`config.mk`:
```
export PLATFORM = sky130hd
export DESIGN_NAME = ksa_stream_accum
export DESIGN_NICKNAME = d
export VERILOG_FILES = /design/src/rtl/ksa_stream_accum_pkg.sv /design/src/rtl/ksa_stream_accum_core.sv /design/src/rtl/ksa_stream_accum.sv
export SDC_FILE = /design/constraint.sdc
export NUM_CORES = 1
export LEC_CHECK = 0
export CAP_MARGIN = 30
export CELL_PAD_IN_SITES_DETAIL_PLACEMENT = 0
export CELL_PAD_IN_SITES_GLOBAL_PLACEMENT = 1
export CORE_MARGIN = 5
export CORE_UTILIZATION = 36
export CTS_CLUSTER_DIAMETER = 40
export DETAILED_ROUTE_END_ITERATION = 8
export PLACE_DENSITY_LB_ADDON = 0.1
export SYNTH_ARGS = -nofsm -noshare
export SYNTH_HDL_FRONTEND = slang
export SYNTH_SLANG_ARGS = --single-unit
```
`constraint.sdc`:
```
create_clock -name clk -period 2.4 [get_ports clk]
set_input_delay 0.48 -clock clk [delete_from_list [all_inputs] [get_ports clk]]
set_output_delay 0.48 -clock clk [all_outputs]
set_load 0.02 [all_outputs]
```
`src/rtl/ksa_stream_accum_pkg.sv`:
```
// Shared definitions for the Kogge-Stone streaming accumulator.
//   state_e     : FSM encoding (IDLE=0, ACCUM=1, HOLD=2)
//   DefWidth    : default operand width
//   DefMaxOps   : default maximum operands per burst
//   DefAccW     : default accumulator width for the defaults above
//   clamp_ops() : limits a requested burst length to the configured maximum
package ksa_stream_accum_pkg;

  typedef enum logic [1:0] {
    StIdle  = 2'd0,
    StAccum = 2'd1,
    StHold  = 2'd2
  } state_e;

  localparam int unsigned DefWidth  = 8;
  localparam int unsigned DefMaxOps = 16;
  localparam int unsigned DefAccW   = DefWidth + $clog2(DefMaxOps);

  function automatic logic [4:0] clamp_ops(input logic [4:0] n, input int unsigned max_ops);
    return (32'(n) > max_ops) ? 5'(max_ops) : n;
  endfunction

endpackage

```
`src/rtl/ksa_stream_accum_core.sv`:
```
// Combinational N-bit Kogge-Stone adder.
//   a, b : addends
//   cin  : carry into bit 0
//   sum  : a + b + cin, low N bits
//   cout : carry out of bit N-1
// Bitwise generate/propagate, $clog2(N) prefix levels of span 1,2,4,...,
// then the carry-in is folded in using the full-span group terms.
module ksa_stream_accum_core
  import ksa_stream_accum_pkg::*;
#(
  parameter int unsigned N = DefAccW
) (
  input  logic [N-1:0] a,
  input  logic [N-1:0] b,
  input  logic         cin,
  output logic [N-1:0] sum,
  output logic         cout
);

  localparam int unsigned Levels = $clog2(N);

  // g[s][i] / p[s][i]: group generate/propagate of bits i down to i-2^s+1
  logic [N-1:0] g [Levels+1];
  logic [N-1:0] p [Levels+1];
  logic [N:0]   carry;

  assign g[0] = a & b;
  assign p[0] = a ^ b;

  for (genvar s = 0; s < Levels; s++) begin : g_stage
    localparam int Dist = 1 << s;
    for (genvar i = 0; i < N; i++) begin : g_bit
      if (i >= Dist) begin : g_merge
        assign g[s+1][i] = g[s][i] | (p[s][i] & g[s][i-Dist]);
        assign p[s+1][i] = p[s][i] & p[s][i-Dist];
      end else begin : g_pass
        assign g[s+1][i] = g[s][i];
        assign p[s+1][i] = p[s][i];
      end
    end
  end

  // After the last level each group spans bit i down to bit 0, so the carry
  // into bit i+1 is that group's generate, or its propagate of cin.
  assign carry[0]   = cin;
  assign carry[N:1] = g[Levels] | (p[Levels] & {N{cin}});

  assign sum  = p[0] ^ carry[N-1:0];
  assign cout = carry[N];

endmodule

```
`src/rtl/ksa_stream_accum.sv`:
```
// Streaming multi-operand accumulator around a Kogge-Stone adder.
//   clk, rst  : clock and synchronous active-high reset
//   start     : begin a burst (sampled only when idle)
//   num_ops   : burst length, sampled with start, clamped to MAX_OPS
//   in_valid  : operand valid           in_ready  : operand accepted
//   in_data   : operand (zero-extended to the accumulator width)
//   out_valid : result valid            out_ready : result consumed
//   out_sum   : accumulated sum         busy      : not idle
// All outputs are registered; no input reaches an output combinationally.
module ksa_stream_accum
  import ksa_stream_accum_pkg::*;
#(
  parameter int unsigned WIDTH   = DefWidth,
  parameter int unsigned MAX_OPS = DefMaxOps,
  localparam int unsigned ACC_W  = WIDTH + $clog2(MAX_OPS)
) (
  input  logic             clk,
  input  logic             rst,
  input  logic             start,
  input  logic [4:0]       num_ops,
  input  logic             in_valid,
  output logic             in_ready,
  input  logic [WIDTH-1:0] in_data,
  output logic             out_valid,
  input  logic             out_ready,
  output logic [ACC_W-1:0] out_sum,
  output logic             busy
);

  localparam int unsigned CntW = $clog2(MAX_OPS + 1);

  state_e           state_q;
  logic [ACC_W-1:0] acc_q;
  logic [CntW-1:0]  count_q;
  logic [CntW-1:0]  n_q;

  logic [4:0]       n_clamped;
  logic [CntW-1:0]  count_inc;
  logic [ACC_W-1:0] add_sum;
  logic             add_cout;
  logic [ACC_W-1:0] acc_next;
  logic             in_hs;

  assign n_clamped = clamp_ops(num_ops, MAX_OPS);
  assign count_inc = count_q + CntW'(1);
  assign in_hs     = in_valid & in_ready;

  ksa_stream_accum_core #(
    .N (ACC_W)
  ) u_ksa (
    .a    (acc_q),
    .b    (ACC_W'(in_data)),
    .cin  (1'b0),
    .sum  (add_sum),
    .cout (add_cout)
  );

  // ACC_W is sized so a legal burst cannot carry out; saturate rather than
  // wrap should the parameters ever be overridden inconsistently.
  assign acc_next = add_cout ? {ACC_W{1'b1}} : add_sum;

  always_ff @(posedge clk) begin
    if (rst) begin
      state_q   <= StIdle;
      acc_q     <= '0;
      count_q   <= '0;
      n_q       <= '0;
      in_ready  <= 1'b0;
      out_valid <= 1'b0;
      out_sum   <= '0;
      busy      <= 1'b0;
    end else begin
      unique case (state_q)
        StIdle: begin
          if (start) begin
            acc_q   <= '0;
            count_q <= '0;
            n_q     <= CntW'(n_clamped);
            busy    <= 1'b1;
            if (n_clamped == 5'd0) begin
              state_q   <= StHold;
              out_sum   <= '0;
              out_valid <= 1'b1;
            end else begin
              state_q  <= StAccum;
              in_ready <= 1'b1;
            end
          end
        end

        StAccum: begin
          if (in_hs) begin
            acc_q   <= acc_next;
            count_q <= count_inc;
            if (count_inc == n_q) begin
              state_q   <= StHold;
              in_ready  <= 1'b0;
              out_sum   <= acc_next;
              out_valid <= 1'b1;
            end
          end
        end

        StHold: begin
          if (out_ready) begin
            state_q   <= StIdle;
            out_valid <= 1'b0;
            busy      <= 1'b0;
          end
        end

        default: begin
          state_q   <= StIdle;
          in_ready  <= 1'b0;
          out_valid <= 1'b0;
          busy      <= 1'b0;
        end
      endcase
    end
  end

endmodule

```
==> metrics.md, run 1 <==
| Metric | Value |
|---|---|
| Status | `finished, final reports clean` |
| Ports | `33` |
| Synthesized area | `0.00216 mm²` |
| Clock root buffer | `clkbuf_8` |
| RSZ-0062 raised after global routing | `true` |
| N_diodes | `0` |
| Relative slew margins | `72.7%` |
| Port Buffer Count | `32` |
| Clock skew | `0.00653 ns` |
| Actual slew at the worst max-slew pin | `0.408 ns` |
| Most frequent cell after synthesis | `dfxtp_1` |
| Synth cell count leaders | `dfxtp_1 (39), a21oi_1 (29), nor2_1 (26), nand2_1 (19), nand3_1 (17)` |
| Critical path origin | `in_data[0]` |
| Placed cell count | `381` |
| Hold_sp | `out_sum[6]` |
| Minimum clock period | `2.34 ns` |
| Clk_lat worst skew | `0.29 ns` |
| Largest net degree at the start of global routing | `18` |
| FF-to-FF End | `out_sum[4]` |
| Post-synth cell types | `51` |
| Max frequency | `0.427 GHz` |
| Htree depth | `2` |
| Drt wl/cell | `15.7 µm` |
| Syn Area/Cell | `8.23 µm²` |
| Seq/Total Area, Yosys | `36.2%` |
| Via/cell ratio | `5.32` |
| Cell depth of the worst flop-to-flop path | `7` |
| Fraction of layout cells with a size suffix above 1 | `18.1%` |
| Final period utilization | `97.7%` |
| Vias in the first global route | `1884` |
| Antenna Nets Post-Route | `0` |
| Worst Setup Slack, final | `0.0562 ns` |
| DRT iter0 DRCs | `62` |
| Fill cells | `591` |
| Final Hold Viols | `0` |
| GRT overflow | `0` |
| Slew Viols, Final | `0` |
| Final Instance Area | `0.00290 mm²` |
| Hold Path Class | `flip-flop to flip-flop` |
| Post-route DRC | `0` |
| Max IR drop VDD | `305 µV` |
| Nets | `342` |
| Routability cong. | `0.806` |
| P&R area growth vs syn | `34.5%` |
| CTS tree | `done` |
| Initial core utilization | `36.6%` |
| Syn nets | `290` |
| Core area | `0.00589 mm²` |
| Worst-path maximum fanout | `4` |
| Synth top area share | `36.2%` |
| Clk slew on worst S/H paths | `0.08 ns` |
| Pleak | `1.12 nW` |
| CP arrival | `2.52 ns` |
| Rows | `28` |
| Post-detailed-routing wire length | `6.13 mm` |
| Die W | `87.4 µm` |
| Worst Setup End Kind | `flip-flop` |
| CTS Sinks | `39` |
| Flop2flop setup slack | `0.25 ns` |
| Post-layout util | `49.3%` |
| Reg-to-reg startpoint | `count_q[1]` |
| Pwr dens | `501 mW/mm²` |
| Ys async rst share | `0%` |
| Synth Register Bits | `39` |
| DIE HEIGHT | `87.4 µm` |
| Top post-synthesis cells by area | `dfxtp_1 (36%), a21oi_1 (6.7%), ha_1 (5.2%)` |
| Setup crit start kind | `primary input` |
| CTS buffer count | `5` |
| Cell taking the most area after synthesis | `dfxtp_1` |
| Non-Filler Instances | `390` |
| Multi-input logic area | `0.00137 mm²` |
| Post-synth EDFFs | `0` |
| Critical path required time | `2.58 ns` |
| 1st-pass router iterations | `4` |
| Gr usage total | `16.1%` |
| CP Class | `primary input to flip-flop` |
| Sequential Area | `781 µm²` |
| Vias post-DR | `2074` |
| Die area | `0.00764 mm²` |
| Max-Cap Viols | `0` |
| Hold Path Stages | `2` |
| Hold EP | `out_sum[6]` |
| First-pass GRT wire length | `9.71 mm` |
| Post-Syn Instances | `262` |
| Post-DP HPWL | `4.47 mm` |
| Setup WS pre-CTS | `-0.567 ns` |
| Final Setup Violations | `0` |
| CTS max path bufs | `2` |
| DP Area | `0.00271 mm²` |
| Antenna violations before repair | `0` |
| Primary FF master, synth | `dfxtp_1` |
| Ys Warns | `0` |
cells by family (layout without fill, tap and decap cells):
family | after synthesis | count (layout) | synth area share, %
XOR/XNOR | 11 | 11 | 4.81
flip-flops | 39 | 39 | 36.2
adder cells (fa/ha/maj) | 10 | 10 | 6.15
AND/OR/NAND/NOR | 100 | 100 | 24.1
AO/OA/AOI/OAI | 87 | 87 | 25.2
buffers and inverters | 14 | 67 | 3.02
multiplexers | 1 | 1 | 0.522
per-layer routing:
layer,vias up,routed length [µm],global-route usage [%]
li1,1066,-,-
met1,968,3050,24.3
met2,36,2800,23.4
met3,4,237,3.31
met4,0,34,3.49
met5,-,0,0
cell type report:
| class | count | share of cell area (%) |
|---|---|---|
| clock inverters | 2 | 1.21 |
| inverters | 1 | 0.129 |
| flip-flops and latches | 39 | 26.9 |
| multi-input cells | 209 | 47.3 |
| clock buffers | 6 | 2.85 |
| repair buffers | 58 | 18.4 |
| well taps | 75 | 3.23 |
through the flow:
| stage | hold WS [ns] | power, W | TNS [ns] |
|---|---|---|---|
| finish | 0.463 | 0.00145 | 0 |
| global route | 0.472 | 0.00152 | -0.0541 |
| CTS | 0.467 | 0.00147 | 0 |
| detailed placement | 0.455 | 0.000887 | -11.28 |
| global placement | 0.445 | 0.000888 | -9.42 |
| floorplan | 0.436 | 0.000785 | 0 |
power by group:
group	switching (W)	internal, W
clock network	0.000242	0.000337
logic	0.000109	0.0000976
registers	0.0000116	0.000658
worst max path at each step:
stage | to | slack [ns]
after CTS | acc_q[10] | 0.02
after global routing | acc_q[10] | -0.03
after global placement | out_sum[3] | -0.48
after detailed placement | out_sum[3] | -0.57
final | acc_q[10] | 0.06
after floorplan | acc_q[0] | 0.02
state kept, by name (all words and copies together) (netlist names):
signal / count
n_q: 5
acc_q: 12
in_ready: 1
state_q: 2
count_q: 5
out_sum: 12
out_valid: 1
busy: 1
cells in the final DEF, fill, tap and decap left out, types with 3 or more instances in the layout:
cell type	synthesis	final
xor2_1	5	5
nand3_1	17	16
a31oi_1	3	3
a21oi_1	29	29
clkdlybuf4s50_1	0	31
ha_1	9	8
o31ai_1	4	3
nor3_1	5	4
o21ai_0	15	15
dfxtp_1	39	39
nand2_1	19	19
nor2_1	26	24
nand3b_1	8	8
o21ai_1	8	8
xnor2_1	5	5
buf_4	0	24
a21o_1	6	6
o211ai_1	4	4
nor2b_1	3	3
nand2b_1	5	5
clkbuf_8	0	6
worst max-delay path, cell delays in order:
cell and delay [ns]:
clkdlybuf4s50_1 0.40, ha_2 0.19, fa_2 0.37, a211oi_2 0.24, o211ai_1 0.20, buf_4 0.19
a41o_1 0.24, o31ai_2 0.10, o31ai_1 0.10
what timing repair did:
item | in CTS | in global routing
endpoints found under the hold margin | 0 | 0
pin swaps | 1 | 7
gates resized for setup | 7 | 10
hold buffers | 0 | 0
buffers inserted | 0 | 1
endpoints found under the setup margin | 24 | 12
Note: power is estimated with default switching activity, not from simulation.
==> run 2: changes to the inputs <==
--- a/config.mk
+++ b/config.mk
@@ -12,7 +12,9 @@
 export CORE_UTILIZATION = 36
 export CTS_CLUSTER_DIAMETER = 40
 export DETAILED_ROUTE_END_ITERATION = 8
-export PLACE_DENSITY_LB_ADDON = 0.1
+export GPL_ROUTABILITY_DRIVEN = 0
+export PLACE_DENSITY = 0.86
+export RECOVER_POWER = 25
 export SYNTH_ARGS = -nofsm -noshare
 export SYNTH_HDL_FRONTEND = slang
 export SYNTH_SLANG_ARGS = --single-unit
==> run 2 against run 1 <==
  * Non-clock buffer count decreased by 2
  * Die area unchanged
  * Clock power increased by 15%
  * Maximum frequency increased by 4.4%
  * Core utilization decreased by 0.32 points
  * Critical endpoint is now acc_q[11]
  * Largest cell class unchanged
  * Largest power group unchanged
==> metrics.md, run 2 (synthesized netlist as in run 1, its figures left out) <==
| Metric | Value |
|---|---|
| Status | `finished, final reports clean` |
| Max frequency | `0.445 GHz` |
| GRT overflow | `0` |
| DRT iter0 DRCs | `119` |
| CTS Sinks | `39` |
| Drt wl/cell | `13.5 µm` |
| Vias in the first global route | `1932` |
| CTS max path bufs | `2` |
| Post-detailed-routing wire length | `5.25 mm` |
| Vias post-DR | `2040` |
| Die area | `0.00764 mm²` |
| Hold WS | `0.462 ns` |
| Worst Setup Slack, final | `0.155 ns` |
| Die W | `87.4 µm` |
| P&R area growth vs syn | `33.6%` |
| Post-route DRC | `0` |
| Most common cell after layout, fill and taps aside | `dfxtp_1` |
| Critical path required time | `2.60 ns` |
| Final Hold Viols | `0` |
| Post-CTS Setup Bufs | `0` |
| Final Setup Violations | `0` |
| Antenna violations before repair | `0` |
| Via/cell ratio | `5.26` |
| Htree depth | `2` |
| Clock skew | `0.00382 ns` |
| Fraction of layout cells with a size suffix above 1 | `16.3%` |
| Port Buffer Count | `32` |
| Actual slew at the worst max-slew pin | `0.844 ns` |
| N_diodes | `0` |
| Number of hold buffers added after cts | `0` |
| Worst Setup End Kind | `flip-flop` |
| Max IR drop VDD | `247 µV` |
| Clk slew on worst S/H paths | `0.08 ns` |
| Pwr dens | `531 mW/mm²` |
| Slew Viols, Final | `0` |
| Hold Path Class | `flip-flop to flip-flop` |
| CTS tree | `done` |
| CP Class | `primary input to flip-flop` |
| First-pass GRT wire length | `8.91 mm` |
| Largest net degree at the start of global routing | `18` |
| Post-layout util | `49.0%` |
| Rows | `28` |
| Nets | `340` |
| Most frequent cells in the layout | `dfxtp_1 (39), a21oi_1 (28), clkdlybuf4s50_1 (28)` |
| Core area | `0.00589 mm²` |
| Final period utilization | `93.5%` |
| CTS buffer count | `5` |
| Clock root buffer | `clkbuf_8` |
| Antenna Nets Post-Route | `0` |
| Setup WS pre-CTS | `-0.489 ns` |
| Setup crit start kind | `primary input` |
| 1st-pass router iterations | `4` |
| Max-Cap Viols | `0` |
| Gr usage total | `14.6%` |
| Initial core utilization | `36.6%` |
| Minimum clock period | `2.24 ns` |
| Ports | `33` |
| DIE HEIGHT | `87.4 µm` |
| Clk_lat worst skew | `0.30 ns` |
| Pleak | `1.11 nW` |
| Relative slew margins | `43.7%` |
| Largest regs | `acc_q: 12 flops, out_sum: 12 flops` |
| Worst-path maximum fanout | `4` |
| CP arrival | `2.44 ns` |
| Post-DP HPWL | `3.95 mm` |
==> run 2: cell count changes in the layout (fill, tap and decap cells not counted), sizes merged <==
cell,delta
buf,-3
bufinv,+1
clkdlybuf4s50,-3
clkinv,-1
clkinvlp,+1
dlygate4sd3,+3
==> run 2: final timing paths <==
kind / start / slack, ns / cells after the start / end
worst max-delay path: in_data[5] / 0.16 / 8 / acc_q[11]
worst min-delay path: acc_q[4] / 0.46 / 2 / acc_q[4]
worst max register to register: count_q[0] / 0.26 / 6 / out_sum[11]
worst min register to register: acc_q[4] / 0.46 / 2 / acc_q[4]
==> run 2: per-layer routing <==
metal	share of wire, %	global-route usage [%]	up-vias
met3	2.8	3.22	6
met2	48	23.8	27
met4	1.3	5.44	0
met1	48	18.9	949
met5	0	0	-
li1	-	-	1058
==> run 2: metrics by stage <==
| stage | cells | area (µm²) | total power [W] | TNS [ns] |
|---|---|---|---|---|
| after CTS | 388 | 2860 | 0.00155 | 0 |
| after detailed placement | 380 | 2700 | 0.000882 | -9.71 |
| final | 388 | 2880 | 0.00153 | 0 |
| after floorplan | 262 | 2160 | 0.000785 | 0 |
| after global routing | 388 | 2880 | 0.00159 | -0.00495 |
| after global placement | 380 | 2700 | 0.000880 | -8.36 |
==> run 2: what timing repair did <==
item,4_1_cts,5_1_grt
endpoints found under the setup margin,23,14
gates cloned,0,0
pin swaps,2,6
resized for setup,6,9
==> run 2: power breakdown <==
| part | internal [W] | switching (W) |
|---|---|---|
| Sequential | 0.000658 | 0.0000114 |
| Combinational | 0.0000917 | 0.000101 |
| Clock | 0.000415 | 0.000253 |
==> run 2: worst max-delay path, stage by stage <==
cell,delay [ns]
clkdlybuf4s50_1,0.42
ha_1,0.31
o211ai_1,0.11
o211ai_1,0.34
buf_4,0.18
nand3_2,0.11
nor4b_4,0.16
a2111oi_1,0.31
==> run 2: layout make-up <==
class / instances / area [µm²]
clock buffer: 5 / 68.8
clock inverter: 3 / 67.6
fill: 568 / 3000
inverter: 1 / 3.75
multi-input combinational: 209 / 1370
sequential: 39 / 781
tap: 75 / 93.8
timing repair buffer: 56 / 499
==> run 3: changes to the inputs <==
--- a/config.mk
+++ b/config.mk
@@ -8,6 +8,7 @@
 export CAP_MARGIN = 30
 export CELL_PAD_IN_SITES_DETAIL_PLACEMENT = 0
 export CELL_PAD_IN_SITES_GLOBAL_PLACEMENT = 1
+export CORE_ASPECT_RATIO = 0.75
 export CORE_MARGIN = 5
 export CORE_UTILIZATION = 36
 export CTS_CLUSTER_DIAMETER = 40
==> run 3 against run 2 <==
  * Flip-flop and latch count stayed put
  * Count of clock-buffer cells in the layout is 2 higher
  * Highest routed layer unchanged
  * Worst setup slack worse by 0.079 ns
  * Non-clock buffer count is 9 higher
  * Sequential power hardly changed
  * Power is 14% lower
  * Critical path depth stayed put
  * Combinational power is 12% higher
==> metrics.md, run 3 (synthesized netlist as in run 1, its figures left out) <==
| Metric | Value |
|---|---|
| Status | `finished, final reports clean` |
| Fraction of layout cells with a size suffix above 1 | `21.7%` |
| Antenna violations before repair | `0` |
| Clock skew | `0.00817 ns` |
| WL met2 | `2.43 mm` |
| Max-Cap Viols | `0` |
| CTS Sinks | `39` |
| Wl on met1 | `2.77 mm` |
| WL met3 | `323 µm` |
| Minimum clock period | `2.32 ns` |
| Reg-to-reg startpoint | `acc_q[0]` |
| Setup WS pre-CTS | `-0.476 ns` |
| CTS buffer count | `5` |
| Drt wl/cell | `13.9 µm` |
| Critical path required time | `2.58 ns` |
| Hold WS | `0.454 ns` |
| Clk_lat worst skew | `0.29 ns` |
| Worst-path maximum fanout | `4` |
| Post-route DRC | `0` |
| CTS max path bufs | `2` |
| Clk slew on worst S/H paths | `0.08 ns` |
| Post-DP HPWL | `4.05 mm` |
| Via/cell ratio | `5.27` |
| CTS tree | `done` |
| Worst Setup End Kind | `flip-flop` |
| Actual slew at the worst max-slew pin | `0.438 ns` |
| DRT iter0 DRCs | `89` |
| CP arrival | `2.50 ns` |
| Hold Path Class | `flip-flop to flip-flop` |
| Initial core utilization | `37.0%` |
| Nets | `350` |
| Antenna Nets Post-Route | `0` |
| Final Setup Violations | `0` |
| Ports | `33` |
| Core area | `0.00583 mm²` |
| Vias in the first global route | `1974` |
| Relative slew margins | `70.6%` |
| Final Hold Viols | `0` |
| DIE HEIGHT | `77.0 µm` |
| Htree depth | `2` |
| P&R area growth vs syn | `38.3%` |
| Gr usage total | `14.5%` |
| Pwr dens | `441 mW/mm²` |
| Clock root buffer | `clkbuf_8` |
| Die W | `99.4 µm` |
| Setup crit start kind | `primary input` |
| Worst Setup EP | `acc_q[11]` |
| Vias post-DR | `2113` |
| Pleak | `1.16 nW` |
| Rows | `24` |
| Flop2flop setup slack | `0.24 ns` |
| Most frequent cells in the layout | `dfxtp_1 (39), buf_4 (30), a21oi_1 (27)` |
| Max IR drop VDD | `207 µV` |
| 1st-pass router iterations | `4` |
| Die area | `0.00766 mm²` |
| Number of hold buffers added after cts | `0` |
| First-pass GRT wire length | `9.16 mm` |
| Slew Viols, Final | `0` |
| Worst Setup Slack, final | `0.0762 ns` |
| FF-to-FF End | `out_sum[2]` |
| Post-detailed-routing wire length | `5.58 mm` |
| CP Class | `primary input to flip-flop` |
| Largest net degree at the start of global routing | `18` |
| Critical path origin | `in_data[3]` |
| GRT overflow | `0` |
| Final period utilization | `96.8%` |
| N_diodes | `0` |
| Most common cell after layout, fill and taps aside | `dfxtp_1` |
| Largest regs | `acc_q: 12 flops, out_sum: 12 flops` |
| Port Buffer Count | `32` |
| Max frequency | `0.430 GHz` |
| Highest metal layer with signal wires | `met4` |
| Cell depth of the worst flop-to-flop path | `9` |
-- run 3: cell types whose count changed in the layout (fill, tap and decap cells not counted), moves of 2 or more --
cell,change
buf_4,+7
bufinv_16,-2
clkbuf_1,+2
clkdlybuf4s50_1,-4
dlygate4sd3_1,+3
nor2_1,-7
nor2_4,+6
o21ai_0,-6
o21ai_1,+5
-- run 3: critical path, stage by stage --
cell	delay [ns]
clkdlybuf4s50_1	0.46
ha_1	0.24
o211ai_1	0.13
o211ai_1	0.33
buf_4	0.19
nand3_2	0.09
nor4b_2	0.18
a2111oi_1	0.40
-- run 3: through the flow --
stage          total power (W)  cells  setup TNS, ns  util (%)  cell area [µm²]
2_1_floorplan         0.000785    262              0         -             2160
3_3_place_gp          0.000884    389          -7.94      47.0             2740
3_5_place_dp          0.000886    389          -8.62      47.0             2740
4_1_cts                0.00132    398              0      49.1             2860
5_1_grt                0.00138    401       -0.00122      51.2             2980
6_report               0.00132    401              0      51.2             2980
-- run 3: timing repair --
item / 4_1_cts / 5_1_grt
setup buffers: 0 / 3
pin swaps: 4 / 9
setup endpoints to repair: 22 / 22
resized for setup: 8 / 33
gates cloned: 1 / 0
-- run 3: area by class of cell --
class | instances | area (µm²)
inverter | 1 | 3.75
clock inverter | 1 | 5.00
fill | 569 | 2840
multi-input combinational | 210 | 1440
sequential | 39 | 781
clock buffer | 7 | 76.3
timing repair buffer | 65 | 579
tap | 78 | 97.6
-- run 3: power breakdown --
part           internal, W  switching, W
sequential        0.000658     0.0000115
clock             0.000204      0.000225
combinational     0.000105      0.000111
-- run 3: worst min path at each step --
stage	startpoint	endpoint	slack, ns	cells after the start
4_1_cts	out_sum[6]	out_sum[6]	0.46	2
2_1_floorplan	acc_q[5]	acc_q[5]	0.44	2
3_5_place_dp	out_sum[6]	out_sum[6]	0.45	2
3_3_place_gp	acc_q[5]	acc_q[5]	0.45	2
5_1_grt	out_sum[9]	out_sum[9]	0.48	2
6_report	out_sum[1]	out_sum[1]	0.45	2
-- run 3: layer usage --
layer  up-vias  GRT usage [%]
met1       969           21.3
met5         -              0
met3         5           3.35
met4         0           4.37
met2        55           20.9
li1       1084              -
